File: config.mk
export PLATFORM = sky130hd
export DESIGN_NAME = ysyx_22040759_if_axi_rd_flat
export DESIGN_NICKNAME = d
export VERILOG_FILES = /design/src/rtl/ysyx_22040759_if_axi_rd_if.sv /design/src/rtl/ysyx_22040759_if_axi_rd.sv /design/src/flat_wrapper.sv
export SDC_FILE = /design/constraint.sdc
export NUM_CORES = 1
export LEC_CHECK = 0
export ABC_CLOCK_PERIOD_IN_PS = 2500
export CAP_MARGIN = 30
export CORE_MARGIN = 3
export CORE_UTILIZATION = 42
export CTS_CLUSTER_SIZE = 12
export DETAILED_ROUTE_END_ITERATION = 7
export PLACE_DENSITY = 0.89
export SLEW_MARGIN = 20
export SYNTH_ARGS = -nofsm -noshare
export SYNTH_HDL_FRONTEND = slang
export SYNTH_SLANG_ARGS = --single-unit
File: constraint.sdc
create_clock -name clk -period 2.5 [get_ports clk]
set_input_delay 0.5 -clock clk [delete_from_list [all_inputs] [get_ports clk]]
set_output_delay 0.5 -clock clk [all_outputs]
set_load 0.02 [all_outputs]
File: src/rtl/ysyx_22040759_if_axi_rd_if.sv
// ----------------------------------------------------------------------------
// ysyx_22040759_if_axi_rd_if
// Bundles the fetch request/response handshake and the AXI4 read-address and
// read-data channels used by the instruction-fetch read bridge.
//
// Signal groups:
//   fetch side : if_valid, inst_addr, if_size  (IF stage -> bridge)
//                if_ready, if_data_read, if_resp (bridge -> IF stage)
//   AR channel : arvalid, araddr, arid, arlen, arsize, arburst (bridge -> xbar)
//                arready (xbar -> bridge)
//   R channel  : rready (bridge -> xbar)
//                rvalid, rdata, rresp, rlast, rid (xbar -> bridge)
//
// Modports:
//   master : the bridge's view (it is the AXI master and the fetch responder)
//   slave  : the environment's view (IF stage plus AXI slave/crossbar)
// ----------------------------------------------------------------------------
interface ysyx_22040759_if_axi_rd_if #(
   parameter int ADDR_W = 64,
   parameter int DATA_W = 64
);
   logic              if_valid;
   logic [ADDR_W-1:0] inst_addr;
   logic [1:0]        if_size;
   logic              if_ready;
   logic [DATA_W-1:0] if_data_read;
   logic [1:0]        if_resp;

   logic              arvalid;
   logic              arready;
   logic [ADDR_W-1:0] araddr;
   logic [3:0]        arid;
   logic [7:0]        arlen;
   logic [2:0]        arsize;
   logic [1:0]        arburst;

   logic              rvalid;
   logic              rready;
   logic [DATA_W-1:0] rdata;
   logic [1:0]        rresp;
   logic              rlast;
   logic [3:0]        rid;

   modport master (
      input  if_valid, inst_addr, if_size,
      output if_ready, if_data_read, if_resp,
      output arvalid, araddr, arid, arlen, arsize, arburst,
      input  arready,
      output rready,
      input  rvalid, rdata, rresp, rlast, rid
   );

   modport slave (
      output if_valid, inst_addr, if_size,
      input  if_ready, if_data_read, if_resp,
      input  arvalid, araddr, arid, arlen, arsize, arburst,
      output arready,
      input  rready,
      output rvalid, rdata, rresp, rlast, rid
   );
endinterface

File: src/rtl/ysyx_22040759_if_axi_rd.sv
// ----------------------------------------------------------------------------
// ysyx_22040759_if_axi_rd
// Instruction-fetch AXI4 read bridge. Turns one IF fetch request into a single
// beat AR/R transaction and hands back the selected 32-bit instruction in
// bits [31:0] of if_data_read, with if_ready pulsing for one cycle.
//
// Ports:
//   clk  : clock
//   rst  : synchronous active-low reset (0 = reset)
//   bus  : ysyx_22040759_if_axi_rd_if.master (fetch handshake + AXI AR/R)
//
// Optional feature (macro YSYX_22040759_IF_LINE_BUF_EN):
//   One-entry 64-bit line buffer tagged by address[ADDR_W-1:3]. A fetch that
//   hits the buffer completes from IDLE straight to DONE with no AXI traffic.
//   Filled on every OKAY beat, invalidated by reset or an error beat.
//
// Only DATA_W = 64 is supported.
// ----------------------------------------------------------------------------
module ysyx_22040759_if_axi_rd #(
   parameter logic [3:0] AXI_ID = 4'd0,
   parameter int         ADDR_W = 64,
   parameter int         DATA_W = 64
) (
   input logic clk,
   input logic rst,
   ysyx_22040759_if_axi_rd_if.master bus
);

   typedef enum logic [1:0] {
      S_IDLE = 2'd0,
      S_AR   = 2'd1,
      S_R    = 2'd2,
      S_DONE = 2'd3
   } state_t;

   state_t            r_state;
   logic [ADDR_W-1:0] r_addr;
   logic [1:0]        r_size;
   logic              r_arvalid;
   logic              r_rready;
   logic [DATA_W-1:0] r_data;
   logic [1:0]        r_resp;
   logic              w_unused;

   // Pick the 32-bit instruction lane out of a 64-bit line, zero-extended.
   function automatic logic [DATA_W-1:0] f_lane_sel(input logic [DATA_W-1:0] i_line,
                                                    input logic              i_hi);
      logic [DATA_W-1:0] w_word;
      w_word = {DATA_W{1'b0}};
      if (i_hi) begin
         w_word[31:0] = i_line[63:32];
      end else begin
         w_word[31:0] = i_line[31:0];
      end
      return w_word;
   endfunction

`ifdef YSYX_22040759_IF_LINE_BUF_EN
   logic [DATA_W-1:0] r_lb_data;
   logic [ADDR_W-4:0] r_lb_tag;
   logic              r_lb_valid;
   logic              w_lb_hit;

   assign w_lb_hit = r_lb_valid && (bus.inst_addr[ADDR_W-1:3] == r_lb_tag);

   // Line buffer: capture every OKAY beat, drop the entry on an error beat.
   always_ff @(posedge clk) begin
      if (!rst) begin
         r_lb_valid <= 1'b0;
         r_lb_tag   <= {(ADDR_W-3){1'b0}};
         r_lb_data  <= {DATA_W{1'b0}};
      end else if ((r_state == S_R) && bus.rvalid) begin
         if (bus.rresp == 2'b00) begin
            r_lb_valid <= 1'b1;
            r_lb_tag   <= r_addr[ADDR_W-1:3];
            r_lb_data  <= bus.rdata;
         end else begin
            r_lb_valid <= 1'b0;
         end
      end else begin
         r_lb_valid <= r_lb_valid;
      end
   end
`endif

   // Fetch FSM: one outstanding single-beat read at a time.
   always_ff @(posedge clk) begin
      if (!rst) begin
         r_state   <= S_IDLE;
         r_addr    <= {ADDR_W{1'b0}};
         r_size    <= 2'b00;
         r_arvalid <= 1'b0;
         r_rready  <= 1'b0;
         r_data    <= {DATA_W{1'b0}};
         r_resp    <= 2'b00;
      end else begin
         case (r_state)
            S_IDLE: begin
               if (bus.if_valid) begin
                  r_addr <= bus.inst_addr;
                  r_size <= bus.if_size;
`ifdef YSYX_22040759_IF_LINE_BUF_EN
                  if (w_lb_hit) begin
                     r_data  <= f_lane_sel(r_lb_data, bus.inst_addr[2]);
                     r_resp  <= 2'b00;
                     r_state <= S_DONE;
                  end else begin
                     r_arvalid <= 1'b1;
                     r_state   <= S_AR;
                  end
`else
                  r_arvalid <= 1'b1;
                  r_state   <= S_AR;
`endif
               end else begin
                  r_state <= S_IDLE;
               end
            end
            S_AR: begin
               // arvalid is held (with a stable address) until accepted.
               if (bus.arready) begin
                  r_arvalid <= 1'b0;
                  r_rready  <= 1'b1;
                  r_state   <= S_R;
               end else begin
                  r_state <= S_AR;
               end
            end
            S_R: begin
               // The beat is treated as final whatever rlast says.
               if (bus.rvalid) begin
                  r_rready <= 1'b0;
                  r_data   <= f_lane_sel(bus.rdata, r_addr[2]);
                  r_resp   <= bus.rresp;
                  r_state  <= S_DONE;
               end else begin
                  r_state <= S_R;
               end
            end
            S_DONE: begin
               // Whether delivered or discarded, the result lives one cycle.
               r_state <= S_IDLE;
            end
            default: begin
               r_state   <= S_IDLE;
               r_arvalid <= 1'b0;
               r_rready  <= 1'b0;
            end
         endcase
      end
   end

   // Completion is only signalled if the IF still asks for the same address
   // in the DONE cycle; a redirect or a dropped request discards the result.
   assign bus.if_ready     = (r_state == S_DONE) && bus.if_valid &&
                             (bus.inst_addr == r_addr);
   assign bus.if_data_read = r_data;
   assign bus.if_resp      = r_resp;

   assign bus.arvalid = r_arvalid;
   assign bus.araddr  = r_addr;
   assign bus.arid    = AXI_ID;
   assign bus.arlen   = 8'd0;
   assign bus.arsize  = {1'b0, r_size};
   assign bus.arburst = 2'b01;
   assign bus.rready  = r_rready;

   // rid and rlast carry no information for a single-beat, single-ID master.
   assign w_unused = &{1'b0, bus.rid, bus.rlast};

endmodule

File: src/flat_wrapper.sv
// flat-port wrapper written by rule: the top's interface ports become plain ports
module ysyx_22040759_if_axi_rd_flat 
#(
   parameter logic [3:0] AXI_ID = 4'd0,
   parameter int         ADDR_W = 64,
   parameter int         DATA_W = 64
)
  (clk, rst, bus_if_valid, bus_inst_addr, bus_if_size, bus_if_ready, bus_if_data_read, bus_if_resp, bus_arvalid, bus_araddr, bus_arid, bus_arlen, bus_arsize, bus_arburst, bus_arready, bus_rready, bus_rvalid, bus_rdata, bus_rresp, bus_rlast, bus_rid);
  ysyx_22040759_if_axi_rd_if #(.ADDR_W(ADDR_W), .DATA_W(DATA_W)) bus_i ();
  input logic clk;
  input logic rst;
  input wire logic [$bits(bus_i.if_valid)-1:0] bus_if_valid;
  input wire logic [$bits(bus_i.inst_addr)-1:0] bus_inst_addr;
  input wire logic [$bits(bus_i.if_size)-1:0] bus_if_size;
  output wire logic [$bits(bus_i.if_ready)-1:0] bus_if_ready;
  output wire logic [$bits(bus_i.if_data_read)-1:0] bus_if_data_read;
  output wire logic [$bits(bus_i.if_resp)-1:0] bus_if_resp;
  output wire logic [$bits(bus_i.arvalid)-1:0] bus_arvalid;
  output wire logic [$bits(bus_i.araddr)-1:0] bus_araddr;
  output wire logic [$bits(bus_i.arid)-1:0] bus_arid;
  output wire logic [$bits(bus_i.arlen)-1:0] bus_arlen;
  output wire logic [$bits(bus_i.arsize)-1:0] bus_arsize;
  output wire logic [$bits(bus_i.arburst)-1:0] bus_arburst;
  input wire logic [$bits(bus_i.arready)-1:0] bus_arready;
  output wire logic [$bits(bus_i.rready)-1:0] bus_rready;
  input wire logic [$bits(bus_i.rvalid)-1:0] bus_rvalid;
  input wire logic [$bits(bus_i.rdata)-1:0] bus_rdata;
  input wire logic [$bits(bus_i.rresp)-1:0] bus_rresp;
  input wire logic [$bits(bus_i.rlast)-1:0] bus_rlast;
  input wire logic [$bits(bus_i.rid)-1:0] bus_rid;
  assign bus_i.if_valid = bus_if_valid;
  assign bus_i.inst_addr = bus_inst_addr;
  assign bus_i.if_size = bus_if_size;
  assign bus_if_ready = bus_i.if_ready;
  assign bus_if_data_read = bus_i.if_data_read;
  assign bus_if_resp = bus_i.if_resp;
  assign bus_arvalid = bus_i.arvalid;
  assign bus_araddr = bus_i.araddr;
  assign bus_arid = bus_i.arid;
  assign bus_arlen = bus_i.arlen;
  assign bus_arsize = bus_i.arsize;
  assign bus_arburst = bus_i.arburst;
  assign bus_i.arready = bus_arready;
  assign bus_rready = bus_i.rready;
  assign bus_i.rvalid = bus_rvalid;
  assign bus_i.rdata = bus_rdata;
  assign bus_i.rresp = bus_rresp;
  assign bus_i.rlast = bus_rlast;
  assign bus_i.rid = bus_rid;
  ysyx_22040759_if_axi_rd #(.AXI_ID(AXI_ID), .ADDR_W(ADDR_W), .DATA_W(DATA_W)) u_core (.clk(clk), .rst(rst), .bus(bus_i));
endmodule
==> qor.log, run 1 <==
INFO  layout         proportion_of_layout_cells_with_a_drive_suffix_above_1=11.0%
INFO  sta            timing.fmax=0.403GHz
INFO  drt            first_pass_iters=4
INFO  clock_tree     cts_hold_buffers=0
INFO  layout         final_util=67.6%
INFO  setup_path     r2r_slack=0.89ns
INFO  floorplanning  core_area=12200um2
INFO  sta            timing.final.hold_violations=0
INFO  layout         syn2layout_area_growth=55.9%
INFO  sta            worstMarginPinSlew=0.547ns
INFO  placed_design  placed_area=7750um2
INFO  sta            worst_clock_skew=0.00457ns
INFO  drt            route.detailed.wl_per_inst=15.2um
INFO  synth          ys_types=28
INFO  setup_path     worstPathCellList=dlygate4sd2_1, xnor2_1, nand4_1, nor4_2, buf_4, nand3_2, nor4_2, buf_4
INFO  synth          synth_warnings=0
INFO  setup_path     critical_path.reg2reg.startpoint=u_core.r_state[0]
INFO  grt            grt_pass1_vias=4701
INFO  placed_design  place_congestion=0.778
INFO  layout         design_area=8230um2
INFO  layout         fin_nets=977
INFO  sta            setup-tns-final=0ns
INFO  synth          synth_seq_area_share=39.4%
INFO  grt            grt_antenna_before_repair=3
INFO  placed_design  detailed_place_hpwl=11.2mm
INFO  setup_path     critPathLaunchType=input port
INFO  sta            final-max-slew-violation-count=0
INFO  hold_path      whs_path_depth=3
INFO  sta            timing.final.setup_violations=0
INFO  floorplanning  floorplan.io_pins=292
INFO  synth          synth_cells=595
INFO  sta            min_period=2.48ns
INFO  hold_path      worstHoldStart=bus_inst_addr[8]
INFO  hold_path      hold_path.class=input port to flop
INFO  sta            hold_worst_slack=0.384ns
INFO  clock_tree     inserted_clock_buffers=9
INFO  setup_path     worstSetupPathType=input port to primary output
INFO  sta            final.setup.worst_slack=0.0168ns
INFO  clock_tree     tritoncts_num_sinks=104
INFO  placed_design  place_worst_setup_slack=-0.699ns
INFO  setup_path     critical_path.max_fanout=2
INFO  setup_path     endpoint_kind=primary output
INFO  setup_path     buffers_inverters_on_critical_path=3
INFO  setup_path     cp_top_family=simple AND/OR/NAND/NOR gates
INFO  clock_tree     worstSkewPairLatency=0.35ns
INFO  drt            finalWirelength=15.3mm
INFO  clock_tree     buffer_levels_on_the_longest_clock_path=2
INFO  placed_design  port-buffer-count=239
INFO  clock_tree     clk_pin_slew_worst_paths=0.07ns
INFO  floorplanning  die-area=13900um2
INFO  setup_path     reg2regPathDepth=5
INFO  pwr            totalPowerFinal=4.45mW
INFO  drt            vias=4761
INFO  run_status     status=completed
INFO  drt            vias_per_cell=4.71
INFO  floorplanning  die-height=118um
INFO  pwr            irDropWorstVdd=333uV
INFO  floorplanning  fp.dieW=118um
INFO  pwr            cellLeakagePower=3.68nW
INFO  clock_tree     clock_tree_from_tritoncts=done
INFO  setup_path     worst_reg2reg_path_endpoint=u_core.bus.araddr[39]
INFO  drt            dr.first_iter.drc_count=248
INFO  drt            detailed_route_drc_error_count=0
INFO  flow_run       drv.max_cap_violation_count=0
INFO  placed_design  post-place-cells=992
INFO  synth          synth.cell_area=5280um2
INFO  synth          synthesized_area_per_cell=8.87um2
INFO  pwr            p_per_area=541nW/um2
INFO  drt            drtAntennaViolNets=0
INFO  setup_path     slowest_delay=0.27ns
INFO  hold_path      whs_endpoint=u_core.bus.araddr[8]
INFO  grt            grt_pass1_wl=23.5mm
INFO  sta            layout_worst_path_cycle_share=99.3%
INFO  synth          ys_ff_latch=104
INFO  floorplanning  row_count=40
INFO  sta            max-slew-margin-rel=63.5%
INFO  layout         fin_cells=1011
INFO  grt            grt_max_degree=105
INFO  grt            grt_use_total=21.0%
INFO  clock_tree     clockRootBuffer=sky130_fd_sc_hd__clkbuf_16
INFO  floorplanning  floorplan.initialDensity=43.4%
INFO  setup_path     worstPathRequired=2.00ns
INFO  setup_path     cp_data_arrival_time=1.98ns
INFO  setup_path     critical_path.slowest_cell=sky130_fd_sc_hd__nor4_2
INFO  grt            grt_overflow=0
INFO  clock_tree     htreeDepth=3
-- synth_stat cells --
library cell	instances	share of area (%)
sky130_fd_sc_hd__xor2_1	16	2.7
sky130_fd_sc_hd__conb_1	2	0.14
sky130_fd_sc_hd__and2_1	3	0.36
sky130_fd_sc_hd__o211a_1	32	6.1
sky130_fd_sc_hd__a21oi_1	2	0.19
sky130_fd_sc_hd__clkbuf_1	11	0.78
sky130_fd_sc_hd__a21boi_0	26	3.7
sky130_fd_sc_hd__nor3_1	1	0.095
sky130_fd_sc_hd__nor4_1	6	0.71
sky130_fd_sc_hd__buf_2	12	1.1
sky130_fd_sc_hd__nor3_4	1	0.31
sky130_fd_sc_hd__and3_1	1	0.12
sky130_fd_sc_hd__inv_2	2	0.14
sky130_fd_sc_hd__buf_6	6	1.3
sky130_fd_sc_hd__mux2i_1	35	6.6
sky130_fd_sc_hd__o21a_1	1	0.14
sky130_fd_sc_hd__buf_4	54	7.7
sky130_fd_sc_hd__o21ai_0	5	0.47
sky130_fd_sc_hd__a21boi_1	40	5.7
sky130_fd_sc_hd__dfxtp_1	104	39
sky130_fd_sc_hd__nand4_1	13	1.5
sky130_fd_sc_hd__nand3_1	4	0.38
sky130_fd_sc_hd__nor2_1	1	0.071
sky130_fd_sc_hd__inv_1	2	0.14
sky130_fd_sc_hd__nand2_1	164	12
sky130_fd_sc_hd__xnor2_1	48	8.0
sky130_fd_sc_hd__nor2b_1	2	0.24
sky130_fd_sc_hd__nor4_2	1	0.24
-- layout make-up --
type,instances,area (um2)
Antenna cell,3,7.51
Clock inverter,6,83.8
Inverter,4,15.0
Timing Repair Buffer,267,2640
Clock buffer,10,229
Multi-Input combinational cell,449,2950
Sequential cell,104,2090
Fill cell,933,3940
Tap cell,168,210
-- kinds of logic after synthesis --
logic type	synth area share, %
simple gates	15.7
compound gates	16.3
flops	39.5
buf+inv	11.2
xor+xnor	10.6
mux	6.64
other cells	0.142
-- layout by cell type (no fill, tap or decap), drive strengths merged --
master / n
xor2: 16
clkbuf: 18
nor4: 7
nor2b: 2
dlygate4sd2: 23
clkinv: 4
and3: 1
nand3: 4
nand2: 164
a21oi: 2
xnor2: 48
buf: 30
o21ai: 5
mux2i: 35
clkdlybuf4s15: 4
nor2: 1
dfxtp: 104
conb: 47
clkdlybuf4s50: 182
a21boi: 66
inv: 4
dlymetal6s2s: 20
nand4: 13
o21a: 1
and2: 3
nor3: 2
diode: 3
bufinv: 2
o211a: 32
-- how the worst max path moves through the flow --
stage                                      from      endpoint  slack, ns  depth (start not counted)
after floorplan               bus_inst_addr[38]  bus_if_ready       0.38                          5
after global placement        bus_inst_addr[37]  bus_if_ready      -0.68                          8
after detailed placement      bus_inst_addr[60]  bus_if_ready      -0.70                          8
after CTS                     bus_inst_addr[61]  bus_if_ready      0.001                          6
after global routing      u_core.bus.araddr[13]  bus_if_ready      -0.06                          6
final                         bus_inst_addr[10]  bus_if_ready       0.02                          8
-- power breakdown --
| part | switching, mW | internal, mW |
|---|---|---|
| sequential | 0.0832 | 1.76 |
| clock | 0.626 | 0.875 |
| combinational | 0.544 | 0.562 |
| total | 1.25 | 3.19 |
-- tightest hold or removal path, cell delays in order --
cell                       delay (ns)
sky130_fd_sc_hd__clkbuf_2        0.10
sky130_fd_sc_hd__nand2_1         0.05
sky130_fd_sc_hd__a21boi_1        0.05
-- registers in the layout (all words and copies together), names as in the netlist, named ones only --
| signal | cells |
|---|---|
| u_core.r_state | 1 |
| u_core.r_size | 2 |
| u_core.bus.rready | 1 |
| u_core.bus.araddr | 64 |
| u_core.bus.if_resp | 2 |
| u_core.bus.if_data_read | 32 |
| u_core.bus.arvalid | 1 |
-- layer usage --
metal  global-route usage, %  wire length (um)  vias to the layer above
li1                        -                 -                     2374
met1                    22.5              5900                     2170
met2                    37.2              7710                      198
met3                    8.02              1430                       19
met4                    8.35               290                        0
met5                       0                 0                        -
-- what timing repair did --
| item | 4_1_cts | 5_1_grt |
|---|---|---|
| setup endpoints to repair | 1 | 1 |
| buffers inserted | 0 | 0 |
| gates cloned | 0 | 0 |
| pin swaps | 21 | 35 |
| resized for setup | 54 | 59 |
Note: power is estimated with default switching activity, not from simulation.
==> run 2: changes to the inputs <==
- ABC_CLOCK_PERIOD_IN_PS: 2500 -> 2600
- CORE_UTILIZATION: 42 -> 39
- HOLD_SLACK_MARGIN: default -> 0.03
- PLACE_DENSITY: 0.89 -> 0.83
- clock period: 2.5 -> 2.6 ns (I/O delays scaled with it)
==> run 2 against run 1 <==
Compared with the run above:
- sequential power shrank 4%
- largest cell class unchanged
- combinational power down 5%
- global-route usage decreased by 1.7 points
- critical endpoint unchanged
- critical path type unchanged
- die area is 7.3% higher
- total power decreased by 8.8%
==> qor.log, run 2 (synthesis results as in run 1) <==
INFO  placed_design  place_worst_setup_slack=-0.816ns
INFO  sta            worst_clock_skew=0.00834ns
INFO  floorplanning  floorplan.io_pins=292
INFO  pwr            swShare=28.9%
INFO  layout         final_common_cell=sky130_fd_sc_hd__clkdlybuf4s50_1
INFO  setup_path     r2r_slack=1.09ns
INFO  pwr            irDropWorstVdd=323uV
INFO  sta            min_period=2.57ns
INFO  setup_path     worstPathCellList=clkdlybuf4s50_1, xor2_1, nor4_1, nand4_1, nor4_2, buf_4
INFO  sta            worstMarginPinSlew=0.542ns
INFO  hold_path      worstHoldStart=u_core.r_size[0]
INFO  hold_path      whs_endpoint=u_core.r_size[0]
INFO  clock_tree     tritoncts_num_sinks=104
INFO  clock_tree     post_cts_buffers=0
INFO  setup_path     critPathLaunchType=input port
INFO  grt            grt_overflow=0
INFO  pwr            p_per_area=505nW/um2
INFO  floorplanning  fp.dieW=122um
INFO  setup_path     buffers_inverters_on_critical_path=2
INFO  clock_tree     clockRootBuffer=sky130_fd_sc_hd__clkbuf_16
INFO  drt            first_pass_iters=4
INFO  sta            final-max-slew-violation-count=0
INFO  setup_path     worst_reg2reg_path_endpoint=u_core.bus.if_data_read[2]
INFO  layout         largest_register_ff_count=64
INFO  floorplanning  die-height=122um
INFO  floorplanning  row_count=41
INFO  setup_path     critical_path.max_fanout=2
INFO  grt            grt_pass1_wl=22.6mm
INFO  sta            layout_worst_path_cycle_share=98.7%
INFO  pwr            clock_power_share=30.7%
INFO  drt            finalWirelength=15.0mm
INFO  layout         fin_nets=974
INFO  sta            final.setup.worst_slack=0.0339ns
INFO  grt            grt_antenna_before_repair=0
INFO  setup_path     cp_top_family=simple AND/OR/NAND/NOR gates
INFO  grt            grt_pass1_vias=4528
INFO  grt            grt_use_total=19.4%
INFO  drt            vias_per_cell=4.69
INFO  sta            timing.fmax=0.390GHz
INFO  grt            grt_max_degree=105
INFO  drt            drtAntennaViolNets=0
INFO  setup_path     endpoint_kind=primary output
INFO  sta            grt_setup_unrepaired=true
INFO  setup_path     critical_path.slowest_cell=sky130_fd_sc_hd__clkdlybuf4s50_1
INFO  drt            vias=4720
INFO  drt            detailed_route_drc_error_count=0
INFO  setup_path     critical_path.reg2reg.startpoint=u_core.bus.araddr[2]
INFO  pwr            cellLeakagePower=3.42nW
INFO  pwr            p_switching=1.17mW
INFO  hold_path      whs_path_depth=2
INFO  drt            dr.first_iter.drc_count=232
INFO  hold_path      hold_path.class=flop to flop
INFO  setup_path     cp_data_arrival_time=2.05ns
INFO  layout         area.sequential=2080um2
INFO  setup_path     worstSetupPathType=input port to primary output
INFO  setup_path     worstPathRequired=2.08ns
INFO  clock_tree     htreeDepth=3
INFO  placed_design  detailed_place_hpwl=11.3mm
INFO  drt            route.detailed.wl_per_inst=14.9um
INFO  layout         proportion_of_layout_cells_with_a_drive_suffix_above_1=6.95%
INFO  setup_path     reg2regPathDepth=4
INFO  layout         final_util=62.2%
INFO  layout         mostFrequentLayoutCells=203 x sky130_fd_sc_hd__clkdlybuf4s50_1, 164 x sky130_fd_sc_hd__nand2_1, 103 x sky130_fd_sc_hd__dfxtp_1
INFO  floorplanning  die-area=15000um2
INFO  floorplanning  core_area=12900um2
INFO  setup_path     slowest_delay=0.44ns
INFO  sta            timing.final.hold_violations=0
INFO  placed_design  place_congestion=0.766
INFO  pwr            sequentialPowerShare=43.5%
INFO  sta            timing.final.setup_violations=0
INFO  placed_design  placed_area=7730um2
INFO  clock_tree     worstSkewPairLatency=0.34ns
INFO  layout         design_area=8040um2
INFO  layout         fillers=1151
INFO  placed_design  port-buffer-count=239
INFO  floorplanning  floorplan.initialDensity=40.8%
INFO  layout         syn2layout_area_growth=52.3%
INFO  clock_tree     clk_pin_slew_worst_paths=0.07ns
INFO  pwr            combinationalPowerShare=25.8%
INFO  clock_tree     cts_hold_buffers=0
INFO  clock_tree     clock_tree_from_tritoncts=done
INFO  clock_tree     buffer_levels_on_the_longest_clock_path=2
INFO  run_status     status=completed
INFO  sta            max-slew-margin-rel=63.8%
INFO  pwr            cellInternalPower=2.89mW
INFO  flow_run       drv.max_cap_violation_count=0
INFO  layout         insertedDiodeCount=0
INFO  layout         total_area_of_multi_input_combinational_cells=2860um2
INFO  clock_tree     inserted_clock_buffers=9
[run 2: through the flow]
stage	std cells	total power [mW]	hold slack, ns	setup TNS [ns]
5_1_grt	1007	4.26	0.496	-0.0191
2_1_floorplan	640	2.38	0.531	0
3_3_place_gp	993	2.85	0.448	-0.894
4_1_cts	1007	4.11	0.465	0
3_5_place_dp	993	2.86	0.453	-0.816
6_report	1007	4.06	0.459	0
[run 2: cell type report]
type                    instances  area share (%)
flip-flops and latches        104            25.9
inverters                       4           0.187
clock buffers                  11            3.02
multi-input cells             449            35.5
clock inverters                 3           0.249
repair buffers                264            32.4
well taps                     172            2.68
[run 2: per-layer routing]
| layer | share of wire [%] | vias up | track usage, % |
|---|---|---|---|
| met1 | 38 | 2144 | 21.9 |
| met3 | 11 | 14 | 8.11 |
| li1 | - | 2360 | - |
| met4 | 1.5 | 0 | 6.72 |
| met5 | 0 | - | 0 |
| met2 | 49 | 202 | 32.9 |
[run 2: worst max-delay path by stage]
| stage | startpoint | depth (start not counted) | to |
|---|---|---|---|
| after floorplan | bus_inst_addr[38] | 5 | bus_if_ready |
| after global placement | bus_inst_addr[63] | 7 | bus_if_ready |
| after detailed placement | bus_inst_addr[63] | 7 | bus_if_ready |
| after CTS | bus_inst_addr[13] | 7 | bus_if_ready |
| after global routing | bus_inst_addr[17] | 6 | bus_if_ready |
| final | bus_inst_addr[17] | 6 | bus_if_ready |
[run 2: repair_timing]
item | 4_1_cts | 5_1_grt
gates resized for setup | 45 | 6
hold endpoints to repair | 0 | 0
setup endpoints to repair | 1 | 1
pin swaps | 20 | 7
[run 2: power by group through the flow]
stage	clock [mW]	combinational, mW	sequential, mW
6_report	1.24	1.05	1.76
4_1_cts	1.29	1.06	1.76
3_5_place_dp	0	1.06	1.80
2_1_floorplan	0	0.476	1.90
3_3_place_gp	0	1.05	1.80
5_1_grt	1.35	1.13	1.78
[run 2: worst min-delay path, cell delays in order (launching register included)]
cell and delay, ns:
sky130_fd_sc_hd__dfxtp_1 0.31, sky130_fd_sc_hd__nand2_1 0.05, sky130_fd_sc_hd__a21boi_1 0.05
==> run 3: changes to the inputs <==
- CORE_MARGIN: 3 -> 10
==> run 3 against run 2 <==
Compared with the run above:
- setup slack better by 0.054 ns
- highest routed layer is now met5
- register-to-register slack worse by 0.11 ns
- total power up 5.8%
- critical endpoint unchanged
- critical path type unchanged
- via count down 0.53%
- first-iteration DRC count down 6.5%
- non-clock buffer count down 7
- flip-flop and latch count unchanged
==> qor.log, run 3 (synthesis results as in run 1) <==
INFO  sta            timing.final.hold_violations=0
INFO  drt            drtAntennaViolNets=0
INFO  setup_path     cp_data_arrival_time=1.99ns
INFO  layout         largest_register_ff_count=64
INFO  layout         insertedDiodeCount=0
INFO  clock_tree     clk_pin_slew_worst_paths=0.07ns
INFO  grt            grt_max_degree=105
INFO  clock_tree     cts_hold_buffers=0
INFO  sta            hold_worst_slack=0.416ns
INFO  grt            grt_util_met1=18.8%
INFO  sta            max-slew-margin-rel=64.0%
INFO  sta            layout_worst_path_cycle_share=96.6%
INFO  clock_tree     htreeDepth=3
INFO  setup_path     r2r_slack=0.98ns
INFO  floorplanning  row_count=42
INFO  pwr            irDropWorstVdd=281uV
INFO  pwr            cellLeakagePower=3.64nW
INFO  pwr            p_per_area=526nW/um2
INFO  setup_path     critPathLaunchType=input port
INFO  grt            grt_pass1_vias=4655
INFO  layout         final_common_cell=sky130_fd_sc_hd__clkdlybuf4s50_1
INFO  layout         design_area=8170um2
INFO  floorplanning  fp.dieW=136um
INFO  placed_design  place_congestion=0.818
INFO  grt            grt_use_total=17.2%
INFO  clock_tree     worstSkewPairLatency=0.34ns
INFO  grt            grt_antenna_before_repair=2
INFO  floorplanning  core_area=13200um2
INFO  layout         mostFrequentLayoutCells=180 x sky130_fd_sc_hd__clkdlybuf4s50_1, 164 x sky130_fd_sc_hd__nand2_1, 99 x sky130_fd_sc_hd__dfxtp_1
INFO  layout         fillers=1103
INFO  layout         final_util=61.7%
INFO  pwr            totalPowerFinal=4.29mW
INFO  setup_path     worstPathRequired=2.08ns
INFO  drt            finalWirelength=17.0mm
INFO  drt            dr.first_iter.drc_count=217
INFO  drt            first_pass_iters=7
INFO  floorplanning  die-area=18600um2
INFO  hold_path      hold_path.class=input port to flop
INFO  placed_design  placed_area=7700um2
INFO  sta            final-max-slew-violation-count=0
INFO  grt            grt_overflow=0
INFO  clock_tree     clock_tree_from_tritoncts=done
INFO  sta            min_period=2.51ns
INFO  clock_tree     buffer_levels_on_the_longest_clock_path=2
INFO  setup_path     worstSetupPathType=input port to primary output
INFO  clock_tree     clockRootBuffer=sky130_fd_sc_hd__clkbuf_16
INFO  floorplanning  floorplan.io_pins=292
INFO  floorplanning  floorplan.initialDensity=39.9%
INFO  flow_run       drv.max_cap_violation_count=0
INFO  sta            grt_setup_unrepaired=true
INFO  sta            worstMarginPinSlew=0.540ns
INFO  grt            global_route.usage.met2=28.5%
INFO  clock_tree     inserted_clock_buffers=9
INFO  clock_tree     post_cts_buffers=0
INFO  grt            busiest_metal_layer_after_global_routing=met2
INFO  grt            grt_pass1_wl=25.0mm
INFO  setup_path     critical_path.max_fanout=2
INFO  clock_tree     tritoncts_num_sinks=104
INFO  layout         proportion_of_layout_cells_with_a_drive_suffix_above_1=8.55%
INFO  floorplanning  die-height=136um
INFO  grt            gr_met3_demand_resource=8.75%
INFO  sta            timing.fmax=0.398GHz
INFO  drt            detailed_route_drc_error_count=0
INFO  sta            worst_clock_skew=0.00528ns
INFO  placed_design  detailed_place_hpwl=13.3mm
INFO  setup_path     endpoint_kind=primary output
INFO  run_status     status=completed
INFO  drt            vias_per_cell=4.67
INFO  layout         syn2layout_area_growth=54.8%
INFO  sta            timing.final.setup_violations=0
INFO  layout         fin_nets=967
INFO  drt            vias=4695
INFO  drt            route.detailed.wl_per_inst=16.9um
INFO  placed_design  port-buffer-count=239
-- run 3: changes by cell type in the layout (fill, tap and decap cells not counted), moves of 3 or more --
cell / delta
sky130_fd_sc_hd__dfxtp_1: -4
sky130_fd_sc_hd__clkdlybuf4s15_1: +3
sky130_fd_sc_hd__dlymetal6s2s_1: +22
sky130_fd_sc_hd__clkbuf_2: +5
sky130_fd_sc_hd__buf_4: -7
sky130_fd_sc_hd__dfxtp_2: +3
sky130_fd_sc_hd__dlygate4sd2_1: -7
sky130_fd_sc_hd__xnor2_1: -3
sky130_fd_sc_hd__clkdlybuf4s50_1: -23
-- run 3: routing by layer --
metal | wire [um] | share of wire (%) | vias up
li1 | - | - | 2345
met1 | 6640 | 39 | 2124
met2 | 8050 | 47 | 208
met3 | 2100 | 12 | 14
met4 | 167 | 0.98 | 4
met5 | 27 | 0.16 | -
-- run 3: area by class of cell --
type | instances | area (um2) | share of cell area, %
clock buffers | 10 | 239 | 2.93
repair buffers | 257 | 2590 | 31.7
inverters | 4 | 15.0 | 0.184
flip-flops and latches | 104 | 2090 | 25.6
clock inverters | 6 | 82.6 | 1.01
well taps | 176 | 220 | 2.70
multi-input cells | 449 | 2930 | 35.9
-- run 3: repair_timing --
action / in CTS / in global routing
resized for setup: 54 / 48
pin swaps: 18 / 29
hold endpoints to repair: 0 / 0
setup endpoints to repair: 1 / 1
-- run 3: report_power, final --
group,internal (mW),switching (mW)
clock network,0.866,0.605
logic,0.527,0.528
registers,1.69,0.0810
total,3.08,1.21
-- run 3: metrics by stage --
stage | TNS, ns | std cells | setup slack [ns]
final | 0 | 1006 | 0.0875
after global routing | -0.00932 | 1006 | -0.00932
after global placement | -0.961 | 992 | -0.961
after floorplan | 0 | 640 | 0.445
after detailed placement | -0.918 | 992 | -0.918
after CTS | 0 | 1007 | 0.00894
-- run 3: worst max-delay path: stages --
cell and delay [ns]:
sky130_fd_sc_hd__clkdlybuf4s15_1 0.19, sky130_fd_sc_hd__xnor2_1 0.16, sky130_fd_sc_hd__nand4_1 0.15, sky130_fd_sc_hd__nor4_2 0.37
sky130_fd_sc_hd__nand3_1 0.13, sky130_fd_sc_hd__nor4_2 0.29, sky130_fd_sc_hd__buf_4 0.19
-- run 3: path summary, 6_finish.rpt --
check                          end  cells past startpoint         startpoint
max                   bus_if_ready                      7  bus_inst_addr[24]
min          u_core.bus.araddr[30]                      3  bus_inst_addr[30]
max reg2reg  u_core.bus.araddr[49]                      5  u_core.r_state[0]
min reg2reg       u_core.r_size[0]                      2   u_core.r_size[0]
